`config.mk`:
```
export PLATFORM = sky130hd
export DESIGN_NAME = fwd_arb
export DESIGN_NICKNAME = d
export VERILOG_FILES = /design/src/rtl/fwd_arb_pkg.sv /design/src/rtl/fwd_arb_rr_pick.sv /design/src/rtl/fwd_arb.sv
export SDC_FILE = /design/constraint.sdc
export NUM_CORES = 1
export LEC_CHECK = 0
export ABC_AREA = 1
export CAP_MARGIN = 20
export CORE_AREA = 2 2 202 204
export DETAILED_ROUTE_END_ITERATION = 16
export DIE_AREA = 0 0 204 206
export GPL_TIMING_DRIVEN = 1
export SYNTH_ARGS = -nofsm -noshare
export SYNTH_HDL_FRONTEND = slang
export SYNTH_SLANG_ARGS = --single-unit
```
`constraint.sdc`:
```
create_clock -name clk -period 2.61 [get_ports clk]
set_input_delay 0.522 -clock clk [delete_from_list [all_inputs] [get_ports clk]]
set_output_delay 0.522 -clock clk [all_outputs]
set_load 0.1 [all_outputs]
```
`src/rtl/fwd_arb_pkg.sv`:
```
// Shared definitions for the forwarder/snooper arbiters: FSM encoding and default widths.
package fwd_arb_pkg;

  typedef enum logic {
    IDLE = 1'b0,
    BUSY = 1'b1
  } state_t;

  localparam int PACKMEM_ADDR_WIDTH = 8;
  localparam int PACKMEM_DATA_WIDTH = 64;
  localparam int PLEN_SIZE          = 32;

endpackage

```
`src/rtl/fwd_arb_rr_pick.sv`:
```
// Combinational round-robin priority encoder: first set req bit at or above ptr, modulo N.
module fwd_arb_rr_pick #(
  parameter int N  = 4,
  parameter int PW = (N > 1) ? $clog2(N) : 1
) (
  input  logic [N-1:0]  req,
  input  logic [PW-1:0] ptr,
  output logic [N-1:0]  gnt,
  output logic [PW-1:0] idx,
  output logic          any
);
  import fwd_arb_pkg::*;

  logic [PW-1:0] pos_s;

  // Walk offsets from farthest to nearest so the requester closest to ptr is written last.
  always_comb begin
    gnt   = {N{1'b0}};
    idx   = {PW{1'b0}};
    pos_s = {PW{1'b0}};
    any   = |req;
    for (int k = N - 1; k >= 0; k--) begin
      pos_s = PW'((int'(ptr) + k) % N);
      gnt   = req[pos_s] ? ({{(N-1){1'b0}}, 1'b1} << pos_s) : gnt;
      idx   = req[pos_s] ? pos_s : idx;
    end
  end

endmodule

```
`src/rtl/fwd_arb.sv`:
```
// Forwarder-side round-robin arbiter over the packet-filter cores' packet memories.
// Optional: define FWD_ARB_RD_PIPE_EN to register rd_data/rd_data_vld after the mux.
module fwd_arb #(
  parameter int PACKMEM_ADDR_WIDTH = fwd_arb_pkg::PACKMEM_ADDR_WIDTH,
  parameter int PACKMEM_DATA_WIDTH = fwd_arb_pkg::PACKMEM_DATA_WIDTH,
  parameter int PLEN_SIZE          = fwd_arb_pkg::PLEN_SIZE,
  parameter int N                  = 4
) (
  input  logic                            clk,
  input  logic                            rst,
  input  logic [PACKMEM_ADDR_WIDTH-1:0]   addr,
  input  logic                            rd_en,
  input  logic                            done,
  output logic                            rdy,
  output logic [PACKMEM_DATA_WIDTH-1:0]   rd_data,
  output logic                            rd_data_vld,
  output logic [PLEN_SIZE-1:0]            len,
  input  logic [N-1:0]                    rdy_for_fwd,
  input  logic [N*PLEN_SIZE-1:0]          fwd_len,
  input  logic [N*PACKMEM_DATA_WIDTH-1:0] fwd_rd_data,
  input  logic [N-1:0]                    fwd_rd_data_vld,
  output logic [PACKMEM_ADDR_WIDTH-1:0]   fwd_addr,
  output logic [N-1:0]                    fwd_rd_en,
  output logic [N-1:0]                    fwd_done,
  output logic [N-1:0]                    rdy_for_fwd_ack
);
  import fwd_arb_pkg::*;

  localparam int PW = (N > 1) ? $clog2(N) : 1;

  state_t                        state_r;
  logic [N-1:0]                  sel_r;
  logic [PW-1:0]                 sel_idx_r;
  logic [PW-1:0]                 rr_ptr_r;
  logic [PLEN_SIZE-1:0]          len_r;
  logic [N-1:0]                  ack_r;
  logic [N-1:0]                  fwd_done_r;
  logic                          rdy_r;

  logic [N-1:0]                  pick_gnt_s;
  logic [PW-1:0]                 pick_idx_s;
  logic                          pick_any_s;
  logic [PLEN_SIZE-1:0]          pick_len_s;
  logic [PACKMEM_DATA_WIDTH-1:0] mux_data_s;
  logic                          mux_vld_s;
  logic [PW-1:0]                 next_ptr_s;

  fwd_arb_rr_pick #(.N(N), .PW(PW)) u_rr_pick (
    .req (rdy_for_fwd),
    .ptr (rr_ptr_r),
    .gnt (pick_gnt_s),
    .idx (pick_idx_s),
    .any (pick_any_s)
  );

  // Length of the core that would be granted at this edge.
  always_comb begin
    pick_len_s = {PLEN_SIZE{1'b0}};
    for (int i = 0; i < N; i++) begin
      pick_len_s = pick_len_s | ({PLEN_SIZE{pick_gnt_s[i]}} & fwd_len[i*PLEN_SIZE +: PLEN_SIZE]);
    end
  end

  // Read-return mux; sel_r persists through IDLE so late data from the last core still lands.
  always_comb begin
    mux_data_s = {PACKMEM_DATA_WIDTH{1'b0}};
    for (int i = 0; i < N; i++) begin
      mux_data_s = mux_data_s |
                   ({PACKMEM_DATA_WIDTH{sel_r[i]}} & fwd_rd_data[i*PACKMEM_DATA_WIDTH +: PACKMEM_DATA_WIDTH]);
    end
    mux_vld_s = |(sel_r & fwd_rd_data_vld);
  end

  assign next_ptr_s = (sel_idx_r == PW'(N - 1)) ? {PW{1'b0}} : sel_idx_r + {{(PW-1){1'b0}}, 1'b1};

  // Grant/release FSM with one-cycle ack and done pulses.
  always_ff @(posedge clk or posedge rst) begin
    if (rst) begin
      state_r    <= IDLE;
      sel_r      <= {N{1'b0}};
      sel_idx_r  <= {PW{1'b0}};
      rr_ptr_r   <= {PW{1'b0}};
      len_r      <= {PLEN_SIZE{1'b0}};
      ack_r      <= {N{1'b0}};
      fwd_done_r <= {N{1'b0}};
      rdy_r      <= 1'b0;
    end else begin
      ack_r      <= {N{1'b0}};
      fwd_done_r <= {N{1'b0}};
      case (state_r)
        IDLE: begin
          if (pick_any_s) begin
            state_r   <= BUSY;
            sel_r     <= pick_gnt_s;
            sel_idx_r <= pick_idx_s;
            len_r     <= pick_len_s;
            ack_r     <= pick_gnt_s;
            rdy_r     <= 1'b1;
          end
        end
        BUSY: begin
          if (done) begin
            state_r    <= IDLE;
            rdy_r      <= 1'b0;
            fwd_done_r <= sel_r;
            rr_ptr_r   <= next_ptr_s;
          end
        end
        default: begin
          state_r <= IDLE;
          rdy_r   <= 1'b0;
        end
      endcase
    end
  end

  assign rdy             = rdy_r;
  assign len             = len_r;
  assign rdy_for_fwd_ack = ack_r;
  assign fwd_done        = fwd_done_r;
  assign fwd_addr        = addr;
  assign fwd_rd_en       = (rdy_r & rd_en) ? sel_r : {N{1'b0}};

`ifdef FWD_ARB_RD_PIPE_EN
  logic [PACKMEM_DATA_WIDTH-1:0] rd_data_r;
  logic                          rd_data_vld_r;

  // Register the muxed read return.
  always_ff @(posedge clk or posedge rst) begin
    if (rst) begin
      rd_data_r     <= {PACKMEM_DATA_WIDTH{1'b0}};
      rd_data_vld_r <= 1'b0;
    end else begin
      rd_data_r     <= mux_data_s;
      rd_data_vld_r <= mux_vld_s;
    end
  end

  assign rd_data     = rd_data_r;
  assign rd_data_vld = rd_data_vld_r;
`else
  assign rd_data     = mux_data_s;
  assign rd_data_vld = mux_vld_s;
`endif

endmodule

```
==> results of run 1 <==
kinds of logic (layout without fill, tap and decap cells):
logic type	count (synthesis)	count (layout)	synth area share (%)
AO/OA/AOI/OAI	22	22	2.60
adder cells (fa/ha/maj)	9	9	2.39
buffers and inverters	79	564	8.85
flip-flops	50	50	26.6
other	0	4	0
AND/OR/NAND/NOR	675	675	59.6
cell usage after synthesis, drive strengths merged:
cell,instances
nand3,44
nand4,65
o211ai,1
ha,9
o21ai,7
o31ai,1
o21a,1
nand2,457
dfrtp,50
a21oi,10
clkbuf,28
a31oi,1
nor4,1
buf,27
o311ai,1
nor2,108
inv,24
layer usage:
layer,wire length [um],up-vias,global-route usage [%],part of all wire (%)
met1,12800,3393,16.3,39
li1,-,3614,-,-
met2,16500,381,26.9,50
met4,864,6,5.90,2.6
met5,41,-,0,0.12
met3,2930,35,3.94,8.8
cell type report:
cell class / instances / area, um^2 / area share (%)
Timing Repair Buffer: 532 / 5970 / 53.3
Multi-Input combinational cell: 706 / 3050 / 27.2
Sequential cell: 50 / 1260 / 11.2
Tap cell: 532 / 666 / 5.94
Clock buffer: 6 / 139 / 1.24
Inverter: 24 / 90.1 / 0.805
Clock inverter: 2 / 16.3 / 0.145
Antenna cell: 4 / 10.0 / 0.0894
registers in the layout, indices dropped and copies added (netlist names):
signal           count
len                 32
sel_idx_r            2
rdy_for_fwd_ack      4
state_r              1
rdy                  1
sel_r                4
fwd_done             4
rr_ptr_r             2
power by group:
part	internal (W)	switching, W
clock network	0.000386	0.000311
registers	0.00115	0.000340
logic	0.00493	0.0111
worst max path at each step:
stage	startpoint	to	slack, ps	depth (start not counted)
global placement	rdy_for_fwd[2]	len[17]	220	14
floorplan	rdy	fwd_rd_en[0]	-360	2
global route	sel_r[2]	rd_data[63]	140	4
finish	sel_r[2]	rd_data[63]	210	4
CTS	sel_r[2]	rd_data[63]	180	4
detailed placement	rdy_for_fwd[1]	len[3]	130	15
critical path: stages, from the launching register on:
cell	delay, ps
sky130_fd_sc_hd__dfrtp_2	790
sky130_fd_sc_hd__buf_4	270
sky130_fd_sc_hd__nand2_1	50
sky130_fd_sc_hd__nand4_1	200
sky130_fd_sc_hd__buf_12	230
through the flow:
step	total power, W	setup slack, ps	area (um^2)
5_1_grt	0.0192	138	11200
3_3_place_gp	0.0175	224	11000
6_report	0.0182	212	11200
3_5_place_dp	0.0176	135	11000
2_1_floorplan	0.0119	-360	4710
4_1_cts	0.0184	181	11200
==> reports/summary.json, run 1 <==
{
  "cts.path.max_buffers": {"value": 2},
  "dp_hpwl": {"value": 27.8, "unit": "mm"},
  "proportion_of_layout_cells_with_a_drive_suffix_above_1": {"value": 12.5, "unit": "%"},
  "gr-total-overflow": {"value": 0},
  "power.density": {"value": 1620, "unit": "nW/um^2"},
  "cts_root_buf": {"value": "sky130_fd_sc_hd__clkbuf_16"},
  "post_synth_inst_count": {"value": 835},
  "fp.dieArea": {"value": 42000, "unit": "um^2"},
  "minimum_clock_period": {"value": 2400, "unit": "ps"},
  "slew_violations": {"value": 0},
  "mostFrequentLayoutCell": {"value": "sky130_fd_sc_hd__nand2_1"},
  "totalNegativeSetupSlack": {"value": 0, "unit": "ps"},
  "synthesized_netlist_net_count": {"value": 1248},
  "drt_iter0_drc": {"value": 412},
  "cts_made_buffers": {"value": 5},
  "cts_num_sinks": {"value": 50},
  "fillerInstances": {"value": 4355},
  "grt_util_all_layers": {"value": 14.8, "unit": "%"},
  "count_of_buffers_from_port_buffering": {"value": 505},
  "hp-class": {"value": "reg2reg"},
  "design.core.area": {"value": 40200, "unit": "um^2"},
  "post_cts.repair.setup_buffers": {"value": 0},
  "worst-path-max-fanout": {"value": 26},
  "die_x": {"value": 204, "unit": "um"},
  "fmax": {"value": 417, "unit": "MHz"},
  "synth.cell_area": {"value": 4710, "unit": "um^2"},
  "clk_pin_slew_worst_paths": {"value": 70, "unit": "ps"},
  "result_of_the_run": {"value": "complete, no violations"},
  "rows": {"value": 74},
  "layout_worst_path_cycle_share": {"value": 91.9, "unit": "%"},
  "dominant_cells_by_area_after_synthesis": {"value": "sky130_fd_sc_hd__nand2_1 36%, sky130_fd_sc_hd__dfrtp_1 27%, sky130_fd_sc_hd__nand4_1 8.6%"},
  "wire_length_of_the_first_global_routing_pass": {"value": 46.0, "unit": "mm"},
  "via_count": {"value": 7429},
  "yosysWarningCount": {"value": 0},
  "clk_latency": {"value": 300, "unit": "ps"},
  "timing.rr.start": {"value": "rr_ptr_r[1]"},
  "critPathKind": {"value": "reg2out"},
  "ys_seq_area_share": {"value": 26.6, "unit": "%"},
  "ys_types": {"value": 23},
  "static_leakage": {"value": 4.71, "unit": "nW"},
  "hold_end": {"value": "rr_ptr_r[0]"},
  "average_via_count_per_standard_cell": {"value": 4.00},
  "rsz0062_at_grt": {"value": "no"},
  "post_drt_wl_per_cell": {"value": 17.8, "unit": "um"},
  "design.final.nets": {"value": 1732},
  "yosysTopAreaCell": {"value": "sky130_fd_sc_hd__nand2_1"},
  "finish.utilization": {"value": 27.9, "unit": "%"},
  "place.gp.congestion": {"value": 0.892},
  "wirelength": {"value": 33.1, "unit": "mm"},
  "rr_endpoint": {"value": "len[3]"},
  "tritoncts_clock_tree": {"value": "done"},
  "ctsHtreeMaxLevel": {"value": 2},
  "worst-endpoint-arrival": {"value": 1880, "unit": "ps"},
  "cts.hold.buffers_added": {"value": 0},
  "worst_hold_startpoint": {"value": "sel_idx_r[0]"},
  "required": {"value": 2090, "unit": "ps"},
  "worst_clock_skew": {"value": 6.09, "unit": "ps"},
  "effective_utilization_at_floorplan": {"value": 11.7, "unit": "%"},
  "dr.pass1.iters": {"value": 5},
  "setup_violations": {"value": 0},
  "synthDominantCellAreaShare": {"value": 35.5, "unit": "%"},
  "max_cap_violations": {"value": 0},
  "hold-worst-slack": {"value": 513, "unit": "ps"},
  "ant_nets": {"value": 0},
  "maximum_number_of_pins_on_one_net_before_global_route_repair": {"value": 71},
  "endpoint_kind": {"value": "output port"},
  "synthesis.area_per_instance": {"value": 5.64, "unit": "um^2"},
  "relative_slew_margins": {"value": 54.4, "unit": "%"},
  "post-place-cells": {"value": 1844},
  "pin_count": {"value": 522},
  "drc_errors_left": {"value": 0},
  "floorplan.die.height": {"value": 206, "unit": "um"},
  "hold-path-cell-count": {"value": 1},
  "finalNonFillerCells": {"value": 1856},
  "ff2ff_path_depth": {"value": 14},
  "vias_in_the_first_global_route": {"value": 7468},
  "worst_pin_slew": {"value": 685, "unit": "ps"},
  "synth-seq-cells": {"value": 50},
  "layout_common_cells": {"value": "446 x sky130_fd_sc_hd__nand2_1, 395 x sky130_fd_sc_hd__clkdlybuf4s50_1, 107 x sky130_fd_sc_hd__nor2_1"},
  "timing.critical_path.from_type": {"value": "flop"},
  "final-hold-violation-count": {"value": 0},
  "syn_to_final_growth": {"value": 138, "unit": "%"},
  "r2r_setup_slack": {"value": 440, "unit": "ps"},
  "irDropWorstVdd": {"value": 0.838, "unit": "mV"},
  "grt_antenna_before_repair": {"value": 6},
  "cts.repair.resized": {"value": 0}
}
(Power assumes the default switching activity.)
==> run 2, diff against run 1 <==
--- a/config.mk
+++ b/config.mk
@@ -11,6 +11,7 @@
 export DETAILED_ROUTE_END_ITERATION = 16
 export DIE_AREA = 0 0 204 206
 export GPL_TIMING_DRIVEN = 1
+export RECOVER_POWER = 50
 export SYNTH_ARGS = -nofsm -noshare
 export SYNTH_HDL_FRONTEND = slang
 export SYNTH_SLANG_ARGS = --single-unit
==> reports/summary.json, run 2 (synthesis results as in run 1) <==
{
  "result_of_the_run": {"value": "complete, no violations"},
  "floorplan.die.height": {"value": 206, "unit": "um"},
  "path_cells": {"value": "buf_4, nand2_1, nand4_1, buf_12"},
  "grt_antenna_before_repair": {"value": 6},
  "cts.path.max_buffers": {"value": 2},
  "slew_violations": {"value": 0},
  "critPathMaxStageDelay": {"value": 790, "unit": "ps"},
  "design.final.nets": {"value": 1732},
  "wire_length_of_the_first_global_routing_pass": {"value": 46.0, "unit": "mm"},
  "drt_iter0_drc": {"value": 453},
  "max_reg_flops": {"value": 32},
  "worst_pin_slew": {"value": 1380, "unit": "ps"},
  "power.share.switching": {"value": 65.4, "unit": "%"},
  "count_of_buffers_from_port_buffering": {"value": 505},
  "dr.pass1.iters": {"value": 5},
  "cts_root_buf": {"value": "sky130_fd_sc_hd__clkbuf_16"},
  "worst_clock_skew": {"value": 6.46, "unit": "ps"},
  "die_x": {"value": 204, "unit": "um"},
  "rows": {"value": 74},
  "fp.dieArea": {"value": 42000, "unit": "um^2"},
  "worst-endpoint-arrival": {"value": 1870, "unit": "ps"},
  "final-hold-violation-count": {"value": 0},
  "r2r_setup_slack": {"value": 420, "unit": "ps"},
  "finish.utilization": {"value": 27.4, "unit": "%"},
  "design.core.area": {"value": 40200, "unit": "um^2"},
  "totalNegativeSetupSlack": {"value": 0, "unit": "ps"},
  "power.density": {"value": 1620, "unit": "nW/um^2"},
  "mostFrequentLayoutCell": {"value": "sky130_fd_sc_hd__nand2_1"},
  "setup_violations": {"value": 0},
  "power.sequential.fraction": {"value": 8.2, "unit": "%"},
  "static_leakage": {"value": 4.55, "unit": "nW"},
  "post_drt_wl_per_cell": {"value": 17.8, "unit": "um"},
  "rsz0062_at_grt": {"value": "no"},
  "timing.critical_path.from_type": {"value": "flop"},
  "crit_path_start": {"value": "sel_r[2]"},
  "required": {"value": 2090, "unit": "ps"},
  "via_count": {"value": 7462},
  "proportion_of_layout_cells_with_a_drive_suffix_above_1": {"value": 9.09, "unit": "%"},
  "relative_slew_margins": {"value": 8.22, "unit": "%"},
  "worstSetupEndpoint": {"value": "rd_data[63]"},
  "cts.repair.resized": {"value": 0},
  "vias_in_the_first_global_route": {"value": 7468},
  "hold-worst-slack": {"value": 510, "unit": "ps"},
  "critPathKind": {"value": "reg2out"},
  "p_switching": {"value": 0.0117, "unit": "W"},
  "cts_made_buffers": {"value": 5},
  "clk_latency": {"value": 300, "unit": "ps"},
  "worst-path-max-fanout": {"value": 26},
  "layout_worst_path_cycle_share": {"value": 91.7, "unit": "%"},
  "fmax": {"value": 418, "unit": "MHz"},
  "pin_count": {"value": 522},
  "rr_endpoint": {"value": "len[9]"},
  "ant_nets": {"value": 0},
  "ctsHtreeMaxLevel": {"value": 2},
  "timing.rr.start": {"value": "rr_ptr_r[1]"},
  "ff2ff_path_depth": {"value": 14},
  "cts_num_sinks": {"value": 50},
  "tritoncts_clock_tree": {"value": "done"},
  "post_cts.repair.setup_buffers": {"value": 0},
  "maximum_number_of_pins_on_one_net_before_global_route_repair": {"value": 71},
  "gr-total-overflow": {"value": 0},
  "place.gp.congestion": {"value": 0.892},
  "endpoint_kind": {"value": "output port"},
  "clk_pin_slew_worst_paths": {"value": 70, "unit": "ps"},
  "slowest_cell_on_the_critical_path": {"value": "sky130_fd_sc_hd__dfrtp_2"},
  "average_via_count_per_standard_cell": {"value": 4.02},
  "minimum_clock_period": {"value": 2390, "unit": "ps"},
  "layout_common_cells": {"value": "447 x sky130_fd_sc_hd__nand2_1, 393 x sky130_fd_sc_hd__clkdlybuf4s50_1, 108 x sky130_fd_sc_hd__nor2_1"},
  "grt_util_all_layers": {"value": 14.8, "unit": "%"},
  "wirelength": {"value": 33.1, "unit": "mm"},
  "irDropWorstVdd": {"value": 0.767, "unit": "mV"},
  "syn_to_final_growth": {"value": 134, "unit": "%"},
  "dp_hpwl": {"value": 27.8, "unit": "mm"},
  "cts.hold.buffers_added": {"value": 0},
  "max_cap_violations": {"value": 0},
  "internal_power_component": {"value": 0.00618, "unit": "W"},
  "fraction_of_power_consumed_by_the_clock_network": {"value": 3.9, "unit": "%"},
  "effective_utilization_at_floorplan": {"value": 11.7, "unit": "%"},
  "combPwrFrac": {"value": 87.9, "unit": "%"},
  "drc_errors_left": {"value": 0},
  "hp-class": {"value": "reg2reg"},
  "totalPowerFinal": {"value": 0.0179, "unit": "W"}
}
==> run 2: cell count changes in the layout (fill, tap and decap cells not counted), moves of 2 or more <==
cell / previous run / this run
sky130_fd_sc_hd__buf_4: 58 / 16
sky130_fd_sc_hd__clkbuf_1: 0 / 42
sky130_fd_sc_hd__buf_12: 79 / 77
sky130_fd_sc_hd__clkdlybuf4s50_1: 395 / 393
sky130_fd_sc_hd__dlygate4sd3_1: 0 / 2
==> run 2: layout make-up <==
cell class,count,area (um^2)
antenna,4,10.0
clock buffer,6,139
clock inverter,2,16.3
fill,4410,29200
inverter,24,90.1
multi-input combinational,706,3040
sequential,50,1260
tap,532,666
timing repair buffer,532,5790
==> run 2: per-layer routing <==
metal  GRT usage, %  vias up  wire, um
met5              0        -        41
met4           5.90        6       905
met3           3.94       45      2980
met2           26.9      398     16500
met1           16.3     3401     12700
li1               -     3612         -
==> run 2: worst min-delay path by stage <==
| stage | start | endpoint | slack [ps] | depth (start not counted) |
|---|---|---|---|---|
| 3_5_place_dp | len[13] | len[13] | 500 | 2 |
| 2_1_floorplan | sel_idx_r[0] | rr_ptr_r[0] | 460 | 1 |
| 3_3_place_gp | len[28] | len[28] | 490 | 2 |
| 4_1_cts | sel_idx_r[0] | rr_ptr_r[0] | 520 | 1 |
| 6_report | sel_idx_r[0] | rr_ptr_r[0] | 510 | 1 |
| 5_1_grt | len[13] | len[13] | 550 | 2 |
==> run 2: worst max-delay path: cells and delay by family (launching register included) <==
kind                   cells  cell delay [ps]
flip-flops                 1              790
buffers and inverters      2              500
AND/OR/NAND/NOR            2              250
==> run 2: stage by stage <==
stage / worst slack [ps] / std cells / area (um^2)
2_1_floorplan: -360 / 835 / 4710
3_3_place_gp: 224 / 1844 / 11000
3_5_place_dp: 135 / 1844 / 11000
5_1_grt: 104 / 1855 / 11000
4_1_cts: 181 / 1852 / 11200
6_report: 217 / 1856 / 11000
==> run 2: power groups by stage <==
stage / Clock [W] / Combinational, W / Sequential (W)
4_1_cts: 0.000738 / 0.0161 / 0.00150
3_5_place_dp: 0 / 0.0161 / 0.00151
5_1_grt: 0.000772 / 0.0166 / 0.00153
3_3_place_gp: 0 / 0.0160 / 0.00150
6_report: 0.000697 / 0.0157 / 0.00147
2_1_floorplan: 0 / 0.00847 / 0.00340
==> run 3, diff against run 2 <==
--- a/config.mk
+++ b/config.mk
@@ -7,10 +7,13 @@
 export LEC_CHECK = 0
 export ABC_AREA = 1
 export CAP_MARGIN = 20
+export CELL_PAD_IN_SITES_DETAIL_PLACEMENT = 0
+export CELL_PAD_IN_SITES_GLOBAL_PLACEMENT = 1
 export CORE_AREA = 2 2 202 204
 export DETAILED_ROUTE_END_ITERATION = 16
 export DIE_AREA = 0 0 204 206
 export GPL_TIMING_DRIVEN = 1
+export PLACE_DENSITY_LB_ADDON = 0.1
 export RECOVER_POWER = 50
 export SYNTH_ARGS = -nofsm -noshare
 export SYNTH_HDL_FRONTEND = slang
==> reports/summary.json, run 3 (synthesis results as in run 1) <==
{
  "fin_ws": {"value": 347, "unit": "ps"},
  "design.final.nets": {"value": 1726},
  "mostFrequentLayoutCell": {"value": "sky130_fd_sc_hd__nand2_1"},
  "clk_pin_slew_worst_paths": {"value": 70, "unit": "ps"},
  "design.core.area": {"value": 40200, "unit": "um^2"},
  "ant_nets": {"value": 0},
  "layout_worst_path_cycle_share": {"value": 86.7, "unit": "%"},
  "relative_slew_margins": {"value": 4.87, "unit": "%"},
  "cts_root_buf": {"value": "sky130_fd_sc_hd__clkbuf_16"},
  "cts_num_sinks": {"value": 50},
  "fmax": {"value": 442, "unit": "MHz"},
  "drt_iter0_drc": {"value": 338},
  "finish.utilization": {"value": 27.3, "unit": "%"},
  "p_switching": {"value": 0.0116, "unit": "W"},
  "worst-endpoint-arrival": {"value": 2450, "unit": "ps"},
  "drc_errors_left": {"value": 0},
  "syn_to_final_growth": {"value": 133, "unit": "%"},
  "required": {"value": 2800, "unit": "ps"},
  "layout_common_cells": {"value": "447 x sky130_fd_sc_hd__nand2_1, 393 x sky130_fd_sc_hd__clkdlybuf4s50_1, 107 x sky130_fd_sc_hd__nor2_1"},
  "maximum_number_of_pins_on_one_net_before_global_route_repair": {"value": 67},
  "wirelength": {"value": 37.1, "unit": "mm"},
  "internal_power_component": {"value": 0.00610, "unit": "W"},
  "place.gp.congestion": {"value": 0.870},
  "power.sequential.fraction": {"value": 8.0, "unit": "%"},
  "worst_pin_slew": {"value": 1430, "unit": "ps"},
  "setup_violations": {"value": 0},
  "power.share.switching": {"value": 65.6, "unit": "%"},
  "max_cap_violations": {"value": 0},
  "combPwrFrac": {"value": 87.7, "unit": "%"},
  "grt_antenna_before_repair": {"value": 17},
  "worst_clock_skew": {"value": 8.30, "unit": "ps"},
  "tritoncts_clock_tree": {"value": "done"},
  "via_count": {"value": 7277},
  "final-hold-violation-count": {"value": 0},
  "cts.path.max_buffers": {"value": 2},
  "totalPowerFinal": {"value": 0.0177, "unit": "W"},
  "clk_latency": {"value": 300, "unit": "ps"},
  "effective_utilization_at_floorplan": {"value": 11.7, "unit": "%"},
  "cts_made_buffers": {"value": 5},
  "timing.critical_path.from_type": {"value": "input port"},
  "critPathKind": {"value": "in2reg"},
  "average_via_count_per_standard_cell": {"value": 3.92},
  "vias_in_the_first_global_route": {"value": 7471},
  "ctsHtreeMaxLevel": {"value": 2},
  "dp_slack": {"value": 55.5, "unit": "ps"},
  "power.density": {"value": 1610, "unit": "nW/um^2"},
  "ff2ff_path_depth": {"value": 14},
  "max_reg_flops": {"value": 32},
  "dr.pass1.iters": {"value": 4},
  "minimum_clock_period": {"value": 2260, "unit": "ps"},
  "rsz0062_at_grt": {"value": "no"},
  "result_of_the_run": {"value": "complete, no violations"},
  "pin_count": {"value": 522},
  "fraction_of_power_consumed_by_the_clock_network": {"value": 4.4, "unit": "%"},
  "count_of_buffers_from_port_buffering": {"value": 505},
  "wire_length_of_the_first_global_routing_pass": {"value": 52.1, "unit": "mm"},
  "proportion_of_layout_cells_with_a_drive_suffix_above_1": {"value": 8.60, "unit": "%"},
  "hold-path-cell-count": {"value": 1},
  "grt_util_all_layers": {"value": 16.9, "unit": "%"},
  "post_drt_wl_per_cell": {"value": 20.0, "unit": "um"},
  "combined_area_of_the_multi_input_logic_cells": {"value": 3050, "unit": "um^2"},
  "cts.repair.resized": {"value": 0},
  "dp_hpwl": {"value": 30.2, "unit": "mm"},
  "gr-total-overflow": {"value": 0},
  "endpoint_kind": {"value": "flop"},
  "irDropWorstVdd": {"value": 0.516, "unit": "mV"},
  "fillerInstances": {"value": 4532},
  "floorplan.die.height": {"value": 206, "unit": "um"},
  "register_cell_area_after_layout": {"value": 1260, "unit": "um^2"},
  "hold-worst-slack": {"value": 508, "unit": "ps"},
  "static_leakage": {"value": 4.52, "unit": "nW"},
  "hp-class": {"value": "reg2reg"},
  "post_cts.repair.setup_buffers": {"value": 0},
  "rows": {"value": 74},
  "worst-path-max-fanout": {"value": 33},
  "slew_violations": {"value": 0},
  "die_x": {"value": 204, "unit": "um"},
  "fp.dieArea": {"value": 42000, "unit": "um^2"},
  "cts.hold.buffers_added": {"value": 0}
}
==> run 3: cell types whose count changed in the layout (fill, tap and decap cells not counted), sizes merged <==
cell and delta:
inv -2, buf -5, diode +7, clkinv +1
bufinv +1, clkinvlp -1
==> run 3: path summary, 6_finish.rpt <==
path	slack (ps)	from	endpoint
setup / recovery	350	rdy_for_fwd[3]	len[18]
hold / removal	510	sel_idx_r[0]	rr_ptr_r[0]
setup reg to reg	350	rr_ptr_r[0]	len[6]
hold reg to reg	510	sel_idx_r[0]	rr_ptr_r[0]
max in group asynchronous	510	rst	sel_r[0]
min in group asynchronous	1140	rst	len[31]
==> run 3: stage by stage <==
stage / std cells / cell area, um^2 / setup TNS [ps]
final: 1857 / 11000 / 0
after global routing: 1852 / 11000 / 0
after CTS: 1846 / 11100 / 0
after detailed placement: 1838 / 11000 / 0
after global placement: 1838 / 11000 / 0
after floorplan: 835 / 4710 / -1440
==> run 3: metal layers <==
layer | track usage [%] | up-vias | part of all wire (%)
met5 | 0 | - | 0.23
met4 | 5.25 | 12 | 2.0
met3 | 5.57 | 36 | 8.5
met2 | 30.0 | 294 | 50
met1 | 19.2 | 3328 | 39
li1 | - | 3607 | -
==> run 3: area by class of cell <==
cell class | count | area share [%]
Antenna cell | 11 | 0.251
Clock buffer | 7 | 1.21
Clock inverter | 1 | 0.274
Inverter | 24 | 0.821
Multi-Input combinational cell | 706 | 27.8
Sequential cell | 50 | 11.4
Tap cell | 532 | 6.06
Timing Repair Buffer | 526 | 52.2
==> run 3: power groups by stage <==
stage	combinational, W	clock (W)	sequential [W]
2_1_floorplan	0.00847	0	0.00340
3_3_place_gp	0.0161	0	0.00144
3_5_place_dp	0.0161	0	0.00144
4_1_cts	0.0161	0.000811	0.00144
5_1_grt	0.0165	0.000832	0.00147
6_report	0.0155	0.000771	0.00141
==> run 3: worst max-delay path, cell delays in order <==
cell and delay [ps]:
sky130_fd_sc_hd__clkdlybuf4s50_1 490, sky130_fd_sc_hd__inv_1 60, sky130_fd_sc_hd__nand2_1 80, sky130_fd_sc_hd__nand3_2 80, sky130_fd_sc_hd__nand2_1 180, sky130_fd_sc_hd__inv_2 90, sky130_fd_sc_hd__nand3_1 70, sky130_fd_sc_hd__nand2_1 60
sky130_fd_sc_hd__nand2_2 70, sky130_fd_sc_hd__nand2_4 260, sky130_fd_sc_hd__nand2_1 160, sky130_fd_sc_hd__nand2_1 60, sky130_fd_sc_hd__nor2_1 150, sky130_fd_sc_hd__nor2_1 60
